--- config.mk ---
export PLATFORM = sky130hd
export DESIGN_NAME = pattern_hit_counter
export DESIGN_NICKNAME = d
export VERILOG_FILES = /design/src/rtl/pattern_pkg.sv /design/src/rtl/pattern_win_timer.sv /design/src/rtl/pattern_hit_counter.sv
export SDC_FILE = /design/constraint.sdc
export NUM_CORES = 1
export LEC_CHECK = 0
export CAP_MARGIN = 20
export CORE_MARGIN = 8
export CORE_UTILIZATION = 50
export DETAILED_ROUTE_END_ITERATION = 16
export MAX_ROUTING_LAYER = met4
export PLACE_DENSITY = 0.74
export SLEW_MARGIN = 40
export SYNTH_ARGS = -nofsm -noshare
export SYNTH_HDL_FRONTEND = slang
export SYNTH_SLANG_ARGS = --single-unit
--- constraint.sdc ---
create_clock -name clk -period 2.58 [get_ports clk]
set_input_delay 0.516 -clock clk [delete_from_list [all_inputs] [get_ports clk]]
set_output_delay 0.516 -clock clk [all_outputs]
set_load 0.03 [all_outputs]
--- src/rtl/pattern_pkg.sv ---
// Shared types and helpers for the pattern hit counter: FSM state encoding and a
// saturating increment used by the hit accumulator.
package pattern_pkg;

    typedef enum logic [1:0] {
        IDLE   = 2'd0,
        COUNT  = 2'd1,
        REPORT = 2'd2
    } state_t;

    function automatic logic [31:0] sat_inc(input logic [31:0] val,
                                            input logic        inc,
                                            input logic [31:0] max_val);
        if (inc && (val < max_val)) begin
            return val + 32'd1;
        end
        return val;
    endfunction

endpackage

--- src/rtl/pattern_win_timer.sv ---
// Window position timer: counts window cycles 0..WIN_LEN-1 while running and wraps to 0
// after the last one, so back-to-back windows need no extra restart cycle.
module pattern_win_timer #(
    parameter int WIN_LEN = 16
) (
    input  logic clk,
    input  logic reset_n,
    input  logic clear_i,
    input  logic run_i,
    output logic last_o
);

    localparam int WIN_W = $clog2(WIN_LEN);
    localparam logic [WIN_W-1:0] LAST_POS = WIN_W'(WIN_LEN - 1);

    logic [WIN_W-1:0] win_cnt;

    assign last_o = (win_cnt == LAST_POS);

    always_ff @(posedge clk) begin
        if (!reset_n) begin
            win_cnt <= '0;
        end else if (clear_i) begin
            win_cnt <= '0;
        end else if (run_i) begin
            win_cnt <= last_o ? '0 : win_cnt + WIN_W'(1);
        end
    end

endmodule

--- src/rtl/pattern_hit_counter.sv ---
// Counts detector hits over fixed WIN_LEN-cycle windows and presents each window result
// with a threshold alarm on a valid/ready port. Build option PATTERN_HIT_CNT_BACK2BACK_EN
// removes the REPORT gap so windows run back to back while a result awaits its handshake.
//
// state  | meaning
// IDLE   | waiting for en_i; hits ignored
// COUNT  | accumulating hits over the current window
// REPORT | result held until accepted; hits here are lost
module pattern_hit_counter
    import pattern_pkg::*;
#(
    parameter int CNT_W   = 8,
    parameter int WIN_LEN = 16,
    parameter int THRESH  = 4
) (
    input  logic             clk,
    input  logic             reset_n,
    input  logic             en_i,
    input  logic             hit_i,
    output logic [CNT_W-1:0] cnt_o,
    output logic             cnt_valid,
    input  logic             cnt_ready,
    output logic             alarm_o,
    output logic             lost_o
);

    localparam logic [31:0] CNT_MAX  = (32'd1 << CNT_W) - 32'd1;
    localparam logic [31:0] THRESH_U = 32'(THRESH);

    state_t           state;
    state_t           state_nxt;
    logic             win_last;
    logic             count_run;
    logic             win_done;
    logic             load;
    logic             lost_set;
    logic             handshake;
    logic             alarm_q;
    logic [CNT_W-1:0] hit_cnt;
    logic [CNT_W-1:0] hit_sum;

    assign handshake = cnt_valid & cnt_ready;
    assign hit_sum   = CNT_W'(sat_inc(32'(hit_cnt), hit_i, CNT_MAX));
    assign alarm_o   = alarm_q & cnt_valid;

    pattern_win_timer #(
        .WIN_LEN (WIN_LEN)
    ) u_win_timer (
        .clk     (clk),
        .reset_n (reset_n),
        .clear_i (!count_run),
        .run_i   (count_run),
        .last_o  (win_last)
    );

    always_ff @(posedge clk) begin
        if (!reset_n) begin
            state <= IDLE;
        end else begin
            state <= state_nxt;
        end
    end

    always_comb begin
        state_nxt = state;
        unique case (state)
            IDLE: begin
                if (en_i) state_nxt = COUNT;
            end
            COUNT: begin
                if (!en_i) begin
                    state_nxt = IDLE;
                end
`ifndef PATTERN_HIT_CNT_BACK2BACK_EN
                else if (win_last) begin
                    state_nxt = REPORT;
                end
`endif
            end
            REPORT: begin
                if (handshake) state_nxt = en_i ? COUNT : IDLE;
            end
            default: state_nxt = IDLE;
        endcase
    end

    always_comb begin
        count_run = (state == COUNT) && en_i;
        win_done  = count_run && win_last;
`ifdef PATTERN_HIT_CNT_BACK2BACK_EN
        // A finished window only overwrites the held result if it leaves this cycle.
        load      = win_done && (!cnt_valid || cnt_ready);
        lost_set  = win_done && cnt_valid && !cnt_ready;
`else
        load      = win_done;
        lost_set  = (state == REPORT) && hit_i;
`endif
    end

    always_ff @(posedge clk) begin
        if (!reset_n || !count_run || win_done) begin
            hit_cnt <= '0;
        end else begin
            hit_cnt <= hit_sum;
        end
    end

    always_ff @(posedge clk) begin
        if (!reset_n) begin
            cnt_o     <= '0;
            cnt_valid <= 1'b0;
            alarm_q   <= 1'b0;
            lost_o    <= 1'b0;
        end else begin
            if (load) begin
                cnt_o     <= hit_sum;
                alarm_q   <= (32'(hit_sum) >= THRESH_U);
                cnt_valid <= 1'b1;
            end else if (handshake) begin
                cnt_valid <= 1'b0;
            end
            if (lost_set) begin
                lost_o <= 1'b1;
            end
        end
    end

endmodule

==> implementation parameters <==
Parameter                              Value

Floorplanning
  Die footprint ... 3920 um^2
  Die outline height ... 62.6 um
  Starting density of the core ... 0.511
  Width of the die ... 62.6 um
  FP Rows ... 17
  Total core area ... 2130 um^2
  Top-level port count ... 16

Placed design
  Cell count after placement ... 159
  Port bufs ... 15
  Routability-driven placement congestion ratio ... 0.843
  Total placed instance area ... 1270 um^2
  Worst slack at placement ... 0.219 ns
  Detailed placer's ending HPWL ... 1680 um

Synth
  Adder-cell share of the synthesized area ... 0.0230
  Synthesized-area fraction occupied by and/or/nand/nor cells ... 0.252
  Count of different cell masters after synthesis ... 33
  Combinational family with the most area after synthesis ... simple AND/OR/NAND/NOR gates
  Synth warnings ... 0
  Compound-cell area share of the yosys netlist ... 0.144
  Sequential-to-total area share from yosys stat ... 0.460
  Area fraction of the dominant cell type after synthesis ... 0.460
  Gate count of the mapped netlist ... 118
  Fraction of synthesized area in multiplexers ... 0.0575
  Top post-synthesis cells by area ... dfxtp_1 46%, nor2_1 4.5%, mux2i_1 3.7%
  Xor and xnor area share after synthesis ... 0.0322
  Mean instance size in the synthesized netlist ... 9.21 um^2
  Synthesized flop and latch total ... 25
  Synthesized net count ... 125
  Yosys top cell by area ... dfxtp_1
  Post-synth design cell area ... 1090 um^2

Layout
  Fraction of layout instances using a drive strength above 1 ... 0.104
  Layout Area Growth over Synthesis ... 19.1%
  Non-Filler Instances ... 163
  Total inserted antenna cells ... 0
  Final core utilization ... 0.609
  Final cell area excluding filler cells ... 1290 um^2
  Final layout net count ... 143

Job
  Count of max-cap constraint violations ... 0

Setup path
  Cells traversed along the worst timing path ... and2_1 > clkdlybuf4s50_1
  CP Class ... flip-flop to primary output
  Critical path startpoint category ... flip-flop
  CP max stage cell ... clkdlybuf4s50_1
  Worst-path maximum fanout ... 4
  Delay of the slowest cell on the worst path ... 0.66 ns
  Required time of the worst setup path ... 2.06 ns
  Data arrival, critical path ... 1.50 ns
  Endpoint class of the critical path ... primary output

Clock tree
  CTS Root Buffer Type ... clkbuf_4
  Inserted Clock Buffers ... 3
  Maximum clock insertion buffer count ... 2
  Number of sinks driven by the clock tree ... 25
  Number of levels the H-tree was split into ... 1
  Clk slew on worst S/H paths ... 0.12 ns
  TritonCTS clock tree ... done
  Post CTS Setup Buffer Count ... 0
  Cts repair resizes ... 0
  Latest clock arrival within the worst-skew pair ... 0.31 ns
  Cts-stage hold buffer count ... 0

Timing
  Transition at the pin with the smallest max-transition slack ... 0.327 ns
  Summed negative setup slack over all endpoints ... 0 ns
  Worst max-slew margin expressed relative to the limit ... 0.776
  Maximum frequency from static timing analysis ... 497 MHz
  Final setup violation count ... 0
  Number of slew-limit violations in the final report ... 0
  Minimum period implied by the final worst setup slack ... 2.01 ns
  Min Hold Slack ... 0.464 ns
  PnR worst setup slack ... 0.568 ns
  Worst Clk Skew ... 0.00566 ns
  Hold violation total from the final report ... 0
  Setup repair after global routing missed its margin ... no
  Period utilisation layout ... 0.780

Route
  Per-cell via count in the routed design ... 5.51
  ANT nets after route ... 0
  Aggregate routed wire length ... 2230 um
  Total DRC errors in the routed layout ... 0
  Average routed wire per standard cell ... 13.7 um
  Initial DRT Pass Iterations ... 4
  Initial drt markers ... 29
  Via count ... 898

Pwr
  Sum of internal, switching and leakage power ... 580 uW
  Pwr/cell area ... 448 nW/um^2
  VDD IR-drop max ... 0.000300 V
  Leakage dissipation ... 0.471 nW

Global routing
  Global route total overflow ... 0
  Global-route wire length before repair ... 3730 um
  Number of global-route vias before repair ... 872
  Total routing resource utilization after global routing ... 0.117
  Maximum number of pins on one net before global-route repair ... 14
  Antenna violations before repair ... 0

Min path
  Path class of the lowest-slack min-delay path ... flip-flop to flip-flop

Run status
  Status ... complete, no violations
[cell usage in the layout (no fill, tap or decap), drive strengths merged, types with 4 or more instances in the layout]
| cell | Yosys | routed |
|---|---|---|
| o21ai | 8 | 8 |
| nand3 | 7 | 7 |
| dfxtp | 25 | 25 |
| nor2 | 13 | 13 |
| clkbuf | 3 | 4 |
| a21oi | 7 | 7 |
| mux2i | 5 | 5 |
| clkdlybuf4s50 | 0 | 15 |
| and2 | 5 | 5 |
| nand2 | 7 | 7 |
| inv | 6 | 6 |
[worst paths after layout]
kind              depth (start not counted)                               from  slack [ns]                                 to
setup / recovery                          2             cnt_valid$_SDFFE_PN0P_        0.57                            alarm_o
hold / removal                            1  u_win_timer.win_cnt[0]$_SDFF_PP0_        0.46  u_win_timer.win_cnt[0]$_SDFF_PP0_
setup reg to reg                          6              hit_cnt[0]$_SDFF_PP0_        0.83              cnt_o[6]$_SDFFE_PN0P_
hold reg to reg                           1  u_win_timer.win_cnt[0]$_SDFF_PP0_        0.46  u_win_timer.win_cnt[0]$_SDFF_PP0_
[logic make-up (layout without fill, tap and decap cells)]
logic type               Yosys count  after routing
AO/OA/AOI/OAI                     24             24
XOR/XNOR                           4              4
adder cells (fa/ha/maj)            2              2
buffers and inverters              9             26
flip-flops                        25             25
multiplexers                       5              5
AND/OR/NAND/NOR                   49             49
[state kept, by name, summed over array words and instances (netlist names)]
signal               count
u_win_timer.win_cnt      4
alarm_q                  1
cnt_o                    8
lost_o                   1
hit_cnt                  8
cnt_valid                1
state                    2
[final cells by class]
cell class | count | area, um^2
fill | 201 | 832
multi-input combinational | 84 | 553
sequential | 25 | 500
timing repair buffer | 16 | 158
tap | 28 | 35.0
clock buffer | 4 | 26.3
inverter | 6 | 22.5
[per-layer routing]
| metal | wire, um | share of wire | track usage |
|---|---|---|---|
| met4 | 31 | 0.014 | 0.0513 |
| met2 | 1150 | 0.52 | 0.210 |
| met3 | 77 | 0.035 | 0.0287 |
| met1 | 966 | 0.43 | 0.118 |
| met5 | 0 | 0 | - |
[synth_stat cells]
master	n
dfxtp_1	25
nor2_1	13
a21oi_1	7
nand2_1	7
o21ai_0	7
inv_1	6
nand3_1	6
and2_1	5
mux2i_1	4
clkbuf_1	3
nand2b_1	3
nor2b_1	3
xnor2_1	3
a21boi_0	2
a31oi_1	2
and3_1	2
ha_1	2
nand3b_1	2
or2_2	2
a2111oi_2	1
a31o_2	1
a41oi_1	1
and4_2	1
and4_4	1
mux2i_4	1
nand3_2	1
nand4_2	1
nor3_1	1
o211a_1	1
o21ai_1	1
o221a_1	1
or3_4	1
xor2_1	1
[power by group]
| group | switching [mW] | total [mW] | internal [mW] |
|---|---|---|---|
| clock network | 0.109 | 0.170 | 0.0603 |
| logic | 0.0102 | 0.0211 | 0.0109 |
| registers | 0.00142 | 0.389 | 0.388 |
[worst max-delay path: cells and delay by family (launching register included)]
family                 cells  cell delay [ns]
buffers and inverters      1             0.66
flip-flops                 1             0.39
AND/OR/NAND/NOR            1             0.14
Power figures use the tool's default switching activity.
